<file path="src/rtl/extmem_pkg.sv">
// Shared types and helpers for the external parity RAM arbiter
// and the memory front ends that sit on top of it.
package extmem_pkg;

  typedef enum logic [1:0] {
    IDLE,
    ACCESS,
    DONE
  } state_t;

  typedef enum logic [1:0] {
    P0,
    P1,
    SCRUB
  } owner_t;

  // Odd parity over each 9-bit byte.
  function automatic logic parity_good(input logic [17:0] w);
    return (^w[17:9]) & (^w[8:0]);
  endfunction

endpackage

</file>
<file path="src/rtl/extmem_scrubber.sv">
// Idle-time parity scrubber: idle counter, scrub pointer and
// parity-error count/address bookkeeping.
module extmem_scrubber #(
  parameter int AW         = 17,
  parameter int SCRUB_IDLE = 64
) (
  input  logic          CLOCK,
  input  logic          RESET,
  input  logic          scrub_en,
  input  logic          quiet,
  input  logic          grant,
  input  logic          rd_done,
  input  logic          scrub_done,
  input  logic [AW-1:0] rd_addr,
  input  logic [17:0]   rd_data,
  input  logic          perr_clr,
  output logic          scrub_go,
  output logic [AW-1:0] scrub_addr,
  output logic [15:0]   perr_count,
  output logic [AW-1:0] perr_addr
);
  import extmem_pkg::*;

  localparam logic [7:0] IDLE_MAX = 8'(SCRUB_IDLE);

  logic [7:0]    idle_q, idle_d;
  logic [AW-1:0] ptr_q, ptr_d;
  logic [15:0]   cnt_q, cnt_d;
  logic [AW-1:0] eaddr_q, eaddr_d;

  assign scrub_go   = quiet && scrub_en && idle_q == IDLE_MAX;
  assign scrub_addr = ptr_q;
  assign perr_count = cnt_q;
  assign perr_addr  = eaddr_q;

  always_comb begin
    idle_d  = idle_q;
    ptr_d   = ptr_q;
    cnt_d   = cnt_q;
    eaddr_d = eaddr_q;
    if (grant)
      idle_d = '0;
    else if (quiet && scrub_en && idle_q != IDLE_MAX)
      idle_d = idle_q + 8'd1;
    if (scrub_done)
      ptr_d = ptr_q + 1'b1;
    // A clear in the same cycle as an error wins.
    if (perr_clr) begin
      cnt_d   = '0;
      eaddr_d = '0;
    end else if (rd_done && !parity_good(rd_data)) begin
      if (cnt_q != 16'hFFFF)
        cnt_d = cnt_q + 16'd1;
      eaddr_d = rd_addr;
    end
  end

  always_ff @(posedge CLOCK) begin
    if (RESET) begin
      idle_q  <= '0;
      ptr_q   <= '0;
      cnt_q   <= '0;
      eaddr_q <= '0;
    end else begin
      idle_q  <= idle_d;
      ptr_q   <= ptr_d;
      cnt_q   <= cnt_d;
      eaddr_q <= eaddr_d;
    end
  end

endmodule

</file>
<file path="src/rtl/extmem_arbiter.sv">
// Two-port arbiter with background scrubbing in front of the
// single-port 18-bit parity block RAM.
module extmem_arbiter #(
  parameter int AW         = 17,
  parameter int LAT        = 2,
  parameter int STARVE     = 4,
  parameter int SCRUB_IDLE = 64
) (
  input  logic          CLOCK,
  input  logic          RESET,
  input  logic          r0_req,
  input  logic [AW-1:0] r0_addr,
  input  logic [1:0]    r0_wena,
  input  logic [17:0]   r0_wdata,
  output logic          r0_ack,
  output logic [17:0]   r0_rdata,
  input  logic          r1_req,
  input  logic [AW-1:0] r1_addr,
  input  logic [1:0]    r1_wena,
  input  logic [17:0]   r1_wdata,
  output logic          r1_ack,
  output logic [17:0]   r1_rdata,
  input  logic          scrub_en,
  output logic [15:0]   perr_count,
  output logic [AW-1:0] perr_addr,
  input  logic          perr_clr,
  output logic [AW-1:0] extmemaddr,
  output logic [17:0]   extmemdout,
  input  logic [17:0]   extmemdin,
  output logic          extmemenab,
  output logic [1:0]    extmemwena
);
  import extmem_pkg::*;

  localparam int         SW   = $clog2(STARVE + 1);
  localparam logic [2:0] LAST = 3'(LAT - 1);
  localparam logic [SW-1:0] SMAX = SW'(STARVE);

  state_t        state_q, state_d;
  owner_t        owner_q, owner_d;
  logic [2:0]    cnt_q, cnt_d;
  logic [SW-1:0] starve_q, starve_d;
  logic [AW-1:0] addr_q, addr_d;
  logic [17:0]   dout_q, dout_d;
  logic [1:0]    wena_q, wena_d;
  logic          enab_q, enab_d;
  logic [17:0]   rd0_q, rd0_d;
  logic [17:0]   rd1_q, rd1_d;

  logic          any_req, quiet, grant, last;
  logic          rd_done, scrub_done, scrub_go;
  logic [AW-1:0] scrub_addr;

  assign any_req    = r0_req | r1_req;
  assign quiet      = state_q == IDLE && !any_req;
  assign grant      = state_q == IDLE && (any_req || scrub_go);
  assign last       = state_q == ACCESS && cnt_q == LAST;
  assign rd_done    = last && wena_q == 2'b00;
  assign scrub_done = last && owner_q == SCRUB;

  extmem_scrubber #(
    .AW(AW),
    .SCRUB_IDLE(SCRUB_IDLE)
  ) u_scrub (
    .CLOCK(CLOCK),
    .RESET(RESET),
    .scrub_en(scrub_en),
    .quiet(quiet),
    .grant(grant),
    .rd_done(rd_done),
    .scrub_done(scrub_done),
    .rd_addr(addr_q),
    .rd_data(extmemdin),
    .perr_clr(perr_clr),
    .scrub_go(scrub_go),
    .scrub_addr(scrub_addr),
    .perr_count(perr_count),
    .perr_addr(perr_addr)
  );

  always_comb begin
    state_d  = state_q;
    owner_d  = owner_q;
    cnt_d    = cnt_q;
    addr_d   = addr_q;
    dout_d   = dout_q;
    wena_d   = wena_q;
    enab_d   = enab_q;
    rd0_d    = rd0_q;
    rd1_d    = rd1_q;
    starve_d = r1_req ? starve_q : '0;
    unique case (state_q)
      IDLE: begin
        cnt_d = '0;
        if (r1_req && (!r0_req || starve_q == SMAX)) begin
          owner_d  = P1;
          addr_d   = r1_addr;
          dout_d   = r1_wdata;
          wena_d   = r1_wena;
          starve_d = '0;
        end else if (r0_req) begin
          owner_d  = P0;
          addr_d   = r0_addr;
          dout_d   = r0_wdata;
          wena_d   = r0_wena;
          starve_d = r1_req ? starve_q + 1'b1 : '0;
        end else if (scrub_go) begin
          owner_d = SCRUB;
          addr_d  = scrub_addr;
          dout_d  = '0;
          wena_d  = '0;
        end
        if (grant) begin
          enab_d  = 1'b1;
          state_d = ACCESS;
        end
      end
      ACCESS: begin
        if (last) begin
          state_d = DONE;
          enab_d  = 1'b0;
          wena_d  = '0;
          // Writes hand back their own write data.
          if (owner_q == P0)
            rd0_d = rd_done ? extmemdin : dout_q;
          if (owner_q == P1)
            rd1_d = rd_done ? extmemdin : dout_q;
        end else begin
          cnt_d = cnt_q + 3'd1;
        end
      end
      DONE:    state_d = IDLE;
      default: state_d = IDLE;
    endcase
  end

  always_ff @(posedge CLOCK) begin
    if (RESET) begin
      state_q  <= IDLE;
      owner_q  <= P0;
      cnt_q    <= '0;
      starve_q <= '0;
      addr_q   <= '0;
      dout_q   <= '0;
      wena_q   <= '0;
      enab_q   <= 1'b0;
      rd0_q    <= '0;
      rd1_q    <= '0;
    end else begin
      state_q  <= state_d;
      owner_q  <= owner_d;
      cnt_q    <= cnt_d;
      starve_q <= starve_d;
      addr_q   <= addr_d;
      dout_q   <= dout_d;
      wena_q   <= wena_d;
      enab_q   <= enab_d;
      rd0_q    <= rd0_d;
      rd1_q    <= rd1_d;
    end
  end

  assign r0_ack     = state_q == DONE && owner_q == P0;
  assign r1_ack     = state_q == DONE && owner_q == P1;
  assign r0_rdata   = rd0_q;
  assign r1_rdata   = rd1_q;
  assign extmemaddr = addr_q;
  assign extmemdout = dout_q;
  assign extmemwena = wena_q;
  assign extmemenab = enab_q;

endmodule

</file>
<file path="config.mk">
export PLATFORM = sky130hd
export DESIGN_NAME = extmem_arbiter
export DESIGN_NICKNAME = d
export VERILOG_FILES = /design/src/rtl/extmem_pkg.sv /design/src/rtl/extmem_scrubber.sv /design/src/rtl/extmem_arbiter.sv
export SDC_FILE = /design/constraint.sdc
export NUM_CORES = 1
export LEC_CHECK = 0
export BUFFER_PORTS_ARGS = -buffer_cell sky130_fd_sc_hd__buf_4
export CAP_MARGIN = 10
export CORE_ASPECT_RATIO = 0.6
export CORE_UTILIZATION = 40
export DETAILED_ROUTE_END_ITERATION = 6
export PLACE_DENSITY = 0.65
export SLEW_MARGIN = 25
export SYNTH_ARGS = -nofsm -noshare
export SYNTH_HDL_FRONTEND = slang
export SYNTH_SLANG_ARGS = --single-unit
export TNS_END_PERCENT = 5
</file>
<file path="constraint.sdc">
create_clock -name CLOCK -period 3.5 [get_ports CLOCK]
set_clock_uncertainty 0.2 [all_clocks]
set_input_delay 0.875 -clock CLOCK [delete_from_list [all_inputs] [get_ports CLOCK]]
set_output_delay 0.875 -clock CLOCK [all_outputs]
set_load 0.03 [all_outputs]
</file>
==> impl_table.tex <==
\begin{tabular}{lr}
\hline
Metric & Value \\
\hline
\multicolumn{2}{l}{\textbf{Synthesis}} \\
Number of synthesis warnings & 0 \\
Mux cell area share after synthesis & 5.42\% \\
Adder and majority gate portion of the synthesized area & roughly 1.5\% \\
Part of the Yosys area used for sequential elements & roughly 44\% \\
Synth unique cells & 53 \\
Number of enable-type register cells in the synthesized netlist & 0 \\
Synthesized instance count & around 760 \\
Number of nets produced by synthesis & 867 \\
Main combinational cell family by area after synthesis & simple AND/OR/NAND/NOR gates \\
Primary FF master, synth & sky130\_fd\_sc\_hd\_\_dfxtp\_1 \\
Post-synthesis cell area & 0.00646 mm2 \\
Flop and latch count out of synthesis & 142 \\
Share of flip-flops with an asynchronous set or reset & 0\% \\
Mean area per synthesized cell & about 8.5 um2 \\
Area fraction in and, or, nand and nor cells after synthesis & 21.4\% \\
Compound-gate portion of the synthesized area & between 15 and 20\% \\
Fraction of synthesized cell area in xor and xnor cells & 5.31\% \\
\multicolumn{2}{l}{\textbf{Placement}} \\
IO Port Bufs & 206 \\
Final Wtd Congestion & $\sim$0.83 \\
HPWL Detailed & $\sim$14 mm \\
\multicolumn{2}{l}{\textbf{Critical path}} \\
CP arrival & 3.08 ns \\
Setup crit end kind & flop \\
Slowest stage cell on the critical path & sky130\_fd\_sc\_hd\_\_or3\_1 \\
Crit-path most repeated cell & sky130\_fd\_sc\_hd\_\_buf\_4 \\
Slowest cell delay on critical path & 0.62 ns \\
Crit-path cells & ha\_1 > nand4bb\_1 > buf\_4 > or3\_1 > a21o\_1 > buf\_4 > or4\_1 > a21oi\_1 \\
Critical setup path kind & flop to flop \\
Data required time at the worst endpoint & 3.64 ns \\
Largest fanout on the critical path & 22 \\
Worst Setup Start Kind & flop \\
\multicolumn{2}{l}{\textbf{Floorplanning}} \\
Std cell rows & 35 \\
Area enclosed by the die boundary & 0.0167 mm2 \\
Initial core utilization & 41.5\% \\
Core Footprint & 0.0155 mm2 \\
Height of the die & between 100 and 150 um \\
Number of top-level pins & 207 \\
Chip Width & 166 um \\
\multicolumn{2}{l}{\textbf{Pwr}} \\
PwrDens & around 480 mW/mm2 \\
Worst ir drop on vdd & between 0.2 and 0.25 mV \\
Leakage Power & 0.00361 uW \\
\multicolumn{2}{l}{\textbf{Clock network}} \\
Clock sinks & 142 \\
Post-CTS setup buffer count & 0 \\
Register clock-pin slew on the reported worst setup and hold paths & approximately 0.070 ns \\
Clk Tree Root Cell & sky130\_fd\_sc\_hd\_\_clkbuf\_16 \\
Worst-case clock buffer depth & 2 \\
TritonCTS clock tree & built \\
Number of buffers inserted during clock tree synthesis & 17 \\
CTS H-tree lvls & 4 \\
Source-to-sink clock delay at the later pin of the worst-skew pair & just over 0.4 ns \\
PostCTS Resize Cnt & 0 \\
Count of hold buffers inserted by post-cts repair & 0 \\
\multicolumn{2}{l}{\textbf{Route}} \\
DRT Wirelength & 19.1 mm \\
Number of DRC violations after detailed-routing iteration 0 & 392 \\
Number of vias after detailed routing & 6080 \\
Routed len/inst & 16.5 um \\
Number of optimization iterations in the first detailed-route pass & 7 \\
DRT antenna net count & 0 \\
Via density & 5.24 \\
DRC violations left & 16 \\
\multicolumn{2}{l}{\textbf{Finish}} \\
Most common cell after layout, fill and taps aside & sky130\_fd\_sc\_hd\_\_buf\_4 \\
Post-layout util & 56.3\% \\
Post-layout nets & 1050 \\
Leading cell types in the layout, fill and taps excluded & sky130\_fd\_sc\_hd\_\_buf\_4 (221), sky130\_fd\_sc\_hd\_\_dfxtp\_1 (142), sky130\_fd\_sc\_hd\_\_nand2\_1 (114) \\
Fraction of layout instances using a drive strength above 1 & 27.9\% \\
Synthesis-to-finish area growth & 35.6\% \\
Count of antenna diodes in the layout & 0 \\
\multicolumn{2}{l}{\textbf{STA}} \\
Worst-margin pin slew & 0.783 ns \\
RSZ-0062 raised after global routing & no \\
Total negative slack & 0 ns \\
Final setup violation count & 0 \\
Relative slew slack & 47.8\% \\
Period utilization & 83.9\% \\
Fin. max-slew vios & 0 \\
Min Tclk post-route & just under 3 ns \\
Final hold violation count & 0 \\
Peak clock frequency supported by timing & approximately 0.34 GHz \\
\multicolumn{2}{l}{\textbf{Global route}} \\
Wire length of the first global-routing pass & 29.8 mm \\
Number of antenna violations at the first check in global routing & 0 \\
Pin count of the biggest net entering global routing & 74 \\
GRT Total Usage & 22.7\% \\
Overflow left after global routing & 0 \\
Vias in the first global route & 5449 \\
\multicolumn{2}{l}{\textbf{Outcome}} \\
Violations in the final reports & DRC \\
Status & finished with violations \\
\multicolumn{2}{l}{\textbf{Run}} \\
Number of max-cap violations & 0 \\
\multicolumn{2}{l}{\textbf{Hold path}} \\
Hold crit path type & flop to flop \\
\hline
\end{tabular}
-- registers in the layout (all words and copies together), names as in the netlist, 3 cells and up --
| signal | flops |
|---|---|
| starve_q | 3 |
| r0_rdata | 18 |
| extmemdout | 18 |
| u_scrub.perr_addr | 17 |
| u_scrub.scrub_addr | 17 |
| u_scrub.idle_q | 8 |
| r1_rdata | 18 |
| u_scrub.perr_count | 16 |
| cnt_q | 3 |
| extmemaddr | 17 |
-- metal layers --
metal	vias to the layer above	part of all wire, %	global-route usage [%]
met3	12	6.2	5.99
met4	0	0.76	4.67
met1	2818	52	33.8
met5	-	0	0
li1	3084	-	-
met2	166	41	32.5
-- through the flow --
step | cell area, um2 | hold WS [ns] | total power, uW | worst slack, ns | std cells
finish | 8760 | 0.255 | 4190 | 0.565 | 1160
global route | 8760 | 0.277 | 4350 | 0.395 | 1160
CTS | 8760 | 0.259 | 4220 | 0.572 | 1160
detailed placement | 8160 | 0.251 | 2400 | 0.271 | 1128
global placement | 8160 | 0.247 | 2390 | 0.335 | 1128
floorplan | 6460 | 0.258 | 2130 | 0.706 | 761
-- area by class of cell --
type	count	area, um2
Tap cell	203	254
Sequential cell	142	2840
Multi-Input combinational cell	552	3370
Fill cell	1469	6790
Timing Repair Buffer	221	1660
Clock buffer	19	443
Inverter	10	37.5
Clock inverter	13	154
-- report_power, final --
part	internal, uW	total (uW)	switching (uW)
Sequential	1670	1730	58.2
Combinational	257	626	369
Clock	1090	1840	750
-- worst max-delay path: cells and delay by family (launching register included) --
family / cells / cell delay (ns)
AOI/OAI and AO/OA: 2 / 0.42
DFF: 1 / 0.40
and+or+nand+nor: 3 / 1.21
adders and majority gates: 1 / 0.24
buffers and inverters: 2 / 0.37
-- final timing paths --
check	start	to	slack [ns]	cells past startpoint
max	cnt_q[0]$_SDFFE_PP0P_	u_scrub.perr_count[11]$_SDFFE_PP0P_	0.57	8
min	extmemenab$_SDFFE_PP0P_	extmemenab$_SDFFE_PP0P_	0.26	2
max reg2reg	cnt_q[0]$_SDFFE_PP0P_	u_scrub.perr_count[11]$_SDFFE_PP0P_	0.57	8
min reg2reg	extmemenab$_SDFFE_PP0P_	extmemenab$_SDFFE_PP0P_	0.26	2
-- Yosys cell counts, drive strengths merged (2+ instances only) --
master	n	area [um2]
a31oi	2	12.5
a22oi	5	37.5
nor2b	3	18.8
a21oi	55	279
xor2	14	123
ha	8	100
a211oi	36	270
a21o	3	22.5
or4	7	52.6
mux2i	35	350
and4	3	26.3
inv	10	37.5
a311oi	18	158
o21ai	10	50.1
dfxtp	142	2840
nor4	2	18.8
buf	15	80.1
o31ai	7	52.6
or2	3	18.8
xnor3	2	45.0
nand2b	5	31.3
a2111oi	3	38.8
nor3b	3	33.8
a41o	2	20.0
xnor2	20	175
nand2	115	432
nand4	13	81.3
and3	3	18.8
nor3	15	75.1
nor2	90	338
o211ai	21	158
or3	7	43.8
nand3	30	150
clkbuf	42	158
-- cells by family after synthesis --
family | count (synthesis)
xor+xnor | 36
mux | 35
compound gates | 169
simple gates | 304
fa+ha+maj | 8
flops | 142
buf+inv | 67
(Power assumes the default switching activity.)
